--- config.mk ---
export PLATFORM = sky130hd
export DESIGN_NAME = reg_file_arbiter
export DESIGN_NICKNAME = d
export VERILOG_FILES = /design/src/rtl/uproc_pkg.sv /design/src/rtl/rr_arb2.sv /design/src/rtl/reg_file_arbiter.sv
export SDC_FILE = /design/constraint.sdc
export NUM_CORES = 1
export LEC_CHECK = 0
export CORE_MARGIN = 3
export CORE_UTILIZATION = 35
export DETAILED_ROUTE_END_ITERATION = 16
export GPL_TIMING_DRIVEN = 0
export PLACE_DENSITY = 0.77
export SLEW_MARGIN = 20
export SYNTH_ARGS = -nofsm -noshare
export SYNTH_HDL_FRONTEND = slang
export SYNTH_SLANG_ARGS = --single-unit
--- constraint.sdc ---
create_clock -name clk -period 1.65 [get_ports clk]
set_clock_uncertainty 0.1 [all_clocks]
set_input_delay 0.495 -clock clk [delete_from_list [all_inputs] [get_ports clk]]
set_output_delay 0.495 -clock clk [all_outputs]
set_load 0.01 [all_outputs]
--- src/rtl/uproc_pkg.sv ---
// uproc_pkg -- shared definitions for the register-file arbiter slice.
//   state_t : arbiter FSM states (IDLE, ACCESS, DONE)
//   R0..R3  : register index constants
//   RO_IDX  : read-only register index; writes to it are rejected
package uproc_pkg;

  typedef enum logic [1:0] {
    ST_IDLE   = 2'd0,
    ST_ACCESS = 2'd1,
    ST_DONE   = 2'd2
  } state_t;

  localparam logic [1:0] R0 = 2'd0;
  localparam logic [1:0] R1 = 2'd1;
  localparam logic [1:0] R2 = 2'd2;
  localparam logic [1:0] R3 = 2'd3;

  localparam logic [1:0] RO_IDX = R3;

endpackage

--- src/rtl/rr_arb2.sv ---
// rr_arb2 -- two-way round-robin pick with its own pointer flop.
// Ports:
//   clk, nReset : clock, asynchronous active-low reset
//   req[1:0]    : candidate requests this cycle
//   upd         : advance the pointer past 'served' at the next edge
//   served      : index of the requester just served
//   gnt         : picked index (valid when gnt_vld)
//   gnt_vld     : at least one candidate present
module rr_arb2 import uproc_pkg::*; (
  input  logic       clk,
  input  logic       nReset,
  input  logic [1:0] req,
  input  logic       upd,
  input  logic       served,
  output logic       gnt,
  output logic       gnt_vld
);

  // ptr_q names the requester that wins a tie; 0 after reset.
  logic ptr_q, ptr_d;

  always_comb begin
    ptr_d = ptr_q;
    if (upd) ptr_d = ~served;
  end

  always_comb begin
    gnt_vld = |req;
    if (req == 2'b11) gnt = ptr_q;
    else              gnt = req[1];
  end

  always_ff @(posedge clk or negedge nReset) begin
    if (!nReset) ptr_q <= 1'b0;
    else         ptr_q <= ptr_d;
  end

endmodule

--- src/rtl/reg_file_arbiter.sv ---
// reg_file_arbiter -- arbitrates two requesters onto one 4-entry register file.
// Optional feature macro: REGARB_LOCK_EN (adds lock0/lock1 grant-hold inputs).
// Ports:
//   clk, nReset          : clock, asynchronous active-low reset
//   req*/we*/sel*/wdata* : per-requester command
//   lock0, lock1         : (REGARB_LOCK_EN only) keep grant across DONE
//   rf_out               : read data from the register file mux
//   RegNum, RegCE, A     : one-hot select, write enable, write data (ACCESS only)
//   ack0, ack1           : one-cycle completion pulse per requester
//   rdata                : last read result
//   err                  : one-cycle pulse when a write to R3 is rejected
//   dbg_state            : current FSM state
//
// Handshake: a requester raises req with we/sel/wdata stable and holds it until
// its ack pulses; the command is consumed in the cycle ack is high, and req may
// be re-asserted with a new command from the very next cycle.
module reg_file_arbiter import uproc_pkg::*; (
  input  logic       clk,
  input  logic       nReset,
  input  logic       req0,
  input  logic       req1,
  input  logic       we0,
  input  logic       we1,
  input  logic [1:0] sel0,
  input  logic [1:0] sel1,
  input  logic [7:0] wdata0,
  input  logic [7:0] wdata1,
`ifdef REGARB_LOCK_EN
  input  logic       lock0,
  input  logic       lock1,
`endif
  input  logic [7:0] rf_out,
  output logic [3:0] RegNum,
  output logic       RegCE,
  output logic [7:0] A,
  output logic       ack0,
  output logic       ack1,
  output logic [7:0] rdata,
  output logic       err,
  output logic [1:0] dbg_state
);

  state_t     state_q, state_d;
  logic       win_q, win_d;
  logic       we_q, we_d;
  logic [1:0] sel_q, sel_d;
  logic [7:0] wd_q, wd_d;
  logic [7:0] rdata_q, rdata_d;

  logic [1:0] arb_req;
  logic       arb_gnt, arb_vld, ptr_upd;
  logic       grant_en, grant_idx;
  logic       lock_keep;

`ifdef REGARB_LOCK_EN
  // A lock only holds the grant if the winner actually has a new request.
  assign lock_keep = win_q ? (lock1 & req1) : (lock0 & req0);
`else
  assign lock_keep = 1'b0;
`endif

  rr_arb2 u_rr (
    .clk     (clk),
    .nReset  (nReset),
    .req     (arb_req),
    .upd     (ptr_upd),
    .served  (win_q),
    .gnt     (arb_gnt),
    .gnt_vld (arb_vld)
  );

  always_comb begin
    state_d   = state_q;
    win_d     = win_q;
    we_d      = we_q;
    sel_d     = sel_q;
    wd_d      = wd_q;
    rdata_d   = rdata_q;
    arb_req   = 2'b00;
    ptr_upd   = 1'b0;
    grant_en  = 1'b0;
    grant_idx = 1'b0;
    RegNum    = 4'b0000;
    RegCE     = 1'b0;
    A         = 8'h00;
    ack0      = 1'b0;
    ack1      = 1'b0;
    err       = 1'b0;

    case (state_q)
      ST_IDLE: begin
        arb_req = {req1, req0};
        if (arb_vld) begin
          grant_en  = 1'b1;
          grant_idx = arb_gnt;
        end
      end
      ST_ACCESS: begin
        RegNum  = 4'b0001 << sel_q;
        RegCE   = we_q & (sel_q != RO_IDX);
        A       = wd_q;
        if (!we_q) rdata_d = rf_out;
        state_d = ST_DONE;
      end
      ST_DONE: begin
        ack0    = ~win_q;
        ack1    = win_q;
        err     = we_q & (sel_q == RO_IDX);
        state_d = ST_IDLE;
        if (lock_keep) begin
          grant_en  = 1'b1;
          grant_idx = win_q;
        end else begin
          ptr_upd = 1'b1;
          // The requester being acked is not a candidate this cycle.
          arb_req = win_q ? {1'b0, req0} : {req1, 1'b0};
          if (arb_vld) begin
            grant_en  = 1'b1;
            grant_idx = arb_gnt;
          end
        end
      end
      default: state_d = ST_IDLE;
    endcase

    // Latch the winner's command so outputs stay stable even if the
    // requester changes its inputs right after its ack.
    if (grant_en) begin
      state_d = ST_ACCESS;
      win_d   = grant_idx;
      we_d    = grant_idx ? we1    : we0;
      sel_d   = grant_idx ? sel1   : sel0;
      wd_d    = grant_idx ? wdata1 : wdata0;
    end
  end

  always_ff @(posedge clk or negedge nReset) begin
    if (!nReset) begin
      state_q <= ST_IDLE;
      win_q   <= 1'b0;
      we_q    <= 1'b0;
      sel_q   <= R0;
      wd_q    <= 8'h00;
      rdata_q <= 8'h00;
    end else begin
      state_q <= state_d;
      win_q   <= win_d;
      we_q    <= we_d;
      sel_q   <= sel_d;
      wd_q    <= wd_d;
      rdata_q <= rdata_d;
    end
  end

  assign rdata     = rdata_q;
  assign dbg_state = state_q;

endmodule

==> impl_results.md <==
* Status: finished, violations left
* Failing checks: setup timing
* Pwr Total at 3670 uW
* Met3 Wirelength at 281 um
* Critical Path End Type: output pin
* Final hold vios at 0
* Met1 WL at 1.45 mm
* Top post-synthesis cells by count: dfrtp_1, inv_1, nand2_1
* Max-cap viol count at 0
* First-pass GRT wire length at 6.04 mm
* Ant diodes at 0
* Length of routed met2 wiring at 1.90 mm
* Final #Nets at 222
* CTS clock-pin slew for the worst setup and hold paths at 130 ps
* Number of library cell types mapped by synthesis at 22
* Initial antenna violation count at 0
* Syn avg cell area at 10.3 um^2
* Comb pwr share at 62.5%
* Fmax at 0.513 GHz
* Initial DRC count at 41
* Slowest cell on crit path: dfrtp_2
* Clock sinks at 23
* Final period utilization at 118%
* Largest stage delay, worst path at 440 ps
* Total grt overflow at 0
* # DRC at 0
* Top-count cell post-synth: dfrtp_1
* Pin count of the biggest net entering global routing at 24
* Crit path DAT at 1360 ps
* Seq/Total Area, Yosys at 48.6%
* Sw Ratio at 40.1%
* CTS tree: yes
* Wire per inst at 16.1 um
* DR vias/cell at 5.20
* Synth async-reset ratio at 100%
* DP Cell Count at 218
* Synth top area share at 48.6%
* Unrepaired setup endpoints after global routing: yes
* Clk_lat worst skew at 320 ps
* Largest fanout on the critical path at 10
* Relative slew margins at 66.3%
* Syn Inst Count at 115
* Worst Path Required at 1050 ps
* H-tree depth at 1
* Die ar. at 4120 um^2
* Final non-filler cell total at 231
* Max Slew Vio Count at 0
* Pre-CTS setup slack at -593 ps
* Clock Tree Buf Depth at 2
* Synth warn at 0
* Detail Route Antenna Nets at 0
* Top Layer Used: met4
* Min-Delay Path Class: in2async
* Crit-path cells: nand2b_4 > clkbuf_16 > nor3_2 > buf_2
* Type of origin of the critical path: flip-flop
* #FFs+latches synth at 23
* Leak Pwr at 0.000936 uW
* Tightest Pin Transition at 505 ps
* GRT Util Overall at 18.6%
* Tmin final at 1950 ps
* Die width at 64.2 um
* Port Buffers at 59
* Syn Nets at 149
* Core outline area at 3130 um^2
* Share of cells above drive strength 1 at 35.3%
* Crit Path Class: reg2out
* Reg power frac at 30.2%
* Drt pass-1 iters at 4
* Starting Density at 37.8%
* Fin util at 63.9%
* TritonCTS Buffers at 3
* Final setup vio count at 27
* Hold slack at 20.5 ps
* # IOs at 60
* Vias at 1,201
* Gpl congestion at 0.895
* Routed WL at 3.71 mm
* Flop2flop setup slack at -80 ps
* Largest cells by area after synthesis: dfrtp_1, a221o_1, mux2_2
* Power density over the cells at 1840 nW/um^2
* Post-DP HPWL at 2.49 mm
* Synth area leader: dfrtp_1
* Mapped Area at 1180 um^2
* Clock Tree Root: clkbuf_4
* Switching pwr at 1470 uW
* Die Span Y at 64.2 um
* Max IR drop VDD at 0.733 mV
* Power Internal at 2200 uW
* Final WS setup at -300 ps
* # rows at 20
* Post-synth EDFFs at 0
* Synth-to-Final Area Change at 68.9%
* Clock share of power at 7.3%
* Synth Flop Type: dfrtp_1
* Vias in the first global route at 1,290
-- stage by stage --
stage / area [um^2] / TNS, ps
6_report: 2000 / -4890
5_1_grt: 2000 / -6240
4_1_cts: 1940 / -3570
3_5_place_dp: 1840 / -18970
3_3_place_gp: 1840 / -16950
2_1_floorplan: 1190 / -96.5
-- worst paths after layout --
path	startpoint	to	cells past startpoint
max in group asynchronous	nReset	dbg_state[0]$_DFFE_PN0P_	1
min in group clk	rdata[6]$_DFFE_PN0P_	rdata[6]$_DFFE_PN0P_	1
worst min register to register	rdata[6]$_DFFE_PN0P_	rdata[6]$_DFFE_PN0P_	1
worst max-delay path	dbg_state[1]$_DFFE_PN0P_	RegNum[2]	4
worst max register to register	dbg_state[1]$_DFFE_PN0P_	wd_q[3]$_DFFE_PN0P_	6
worst min-delay path	nReset	u_rr.ptr_q$_DFFE_PN0N_	1
-- cells in the final DEF, fill, tap and decap left out --
master	netlist	final
nand2b_1	3	1
a21o_1	2	2
inv_1	15	15
a311oi_4	0	1
a221o_1	11	11
clkbuf_4	0	3
nor2_2	1	2
nor3b_4	0	1
mux2_2	9	4
buf_4	2	9
nand2_2	0	1
buf_6	1	6
mux2_4	0	5
and2b_1	1	1
o21a_1	1	1
clkbuf_16	0	1
clkbuf_1	2	1
buf_12	0	2
dfrtp_1	23	19
o21ba_2	1	1
nand2b_4	0	2
dfrtp_2	0	4
buf_2	1	16
clkdlybuf4s50_1	0	30
dlygate4sd2_1	0	9
nor2_1	11	8
nand2_1	12	11
nor3_2	0	4
and3_4	0	1
dlymetal6s2s_1	0	1
nor2_4	0	2
a2111oi_4	1	1
o22ai_1	11	11
-- logic make-up (layout without fill, tap and decap cells) --
logic type,after synthesis,in the layout,share of synthesized area (%)
DFF,23,23,48.6
and+or+nand+nor,34,34,13.3
AOI/OAI and AO/OA,28,28,21.5
muxes,9,9,8.56
buffers and inverters,21,93,8.03
-- flip-flops by register name (all words and copies together), names as in the netlist --
signal and count:
dbg_state 2, we_q 1, win_q 1, wd_q 8, rdata 8, u_rr.ptr_q 1
sel_q 2
-- power by group through the flow --
stage | clock network, uW | registers, uW | logic, uW
global route | 295 | 1150 | 2470
CTS | 270 | 1100 | 2120
global placement | 0 | 1100 | 1860
finish | 269 | 1110 | 2300
detailed placement | 0 | 1120 | 1890
floorplan | 0 | 1130 | 1050
-- worst max-delay path: cells and delay by family, from the launching register on --
kind / cells / cell delay, ps
buffers and inverters: 2 / 330
DFF: 1 / 440
and+or+nand+nor: 2 / 270
-- routing by layer --
metal	vias up	global-route usage, %
met5	-	0
met4	0	9.23
met3	6	2.81
met2	60	32.0
met1	585	22.4
li1	550	-
-- layout make-up --
class	instances	area, um^2
Buffer	6	67.6
Clock buffer	4	26.3
Fill cell	276	1130
Inverter	15	56.3
Multi-Input combinational cell	71	609
Sequential cell	23	581
Tap cell	44	55.1
Timing Repair Buffer	68	604
-- timing repair --
action	in CTS	in global routing
resized for setup	109	16
pin swaps	3	2
endpoints found under the setup margin	44	37
cloned	1	1
hold buffers	0	0
buffers inserted	6	3
Note: power is estimated with default switching activity, not from simulation.
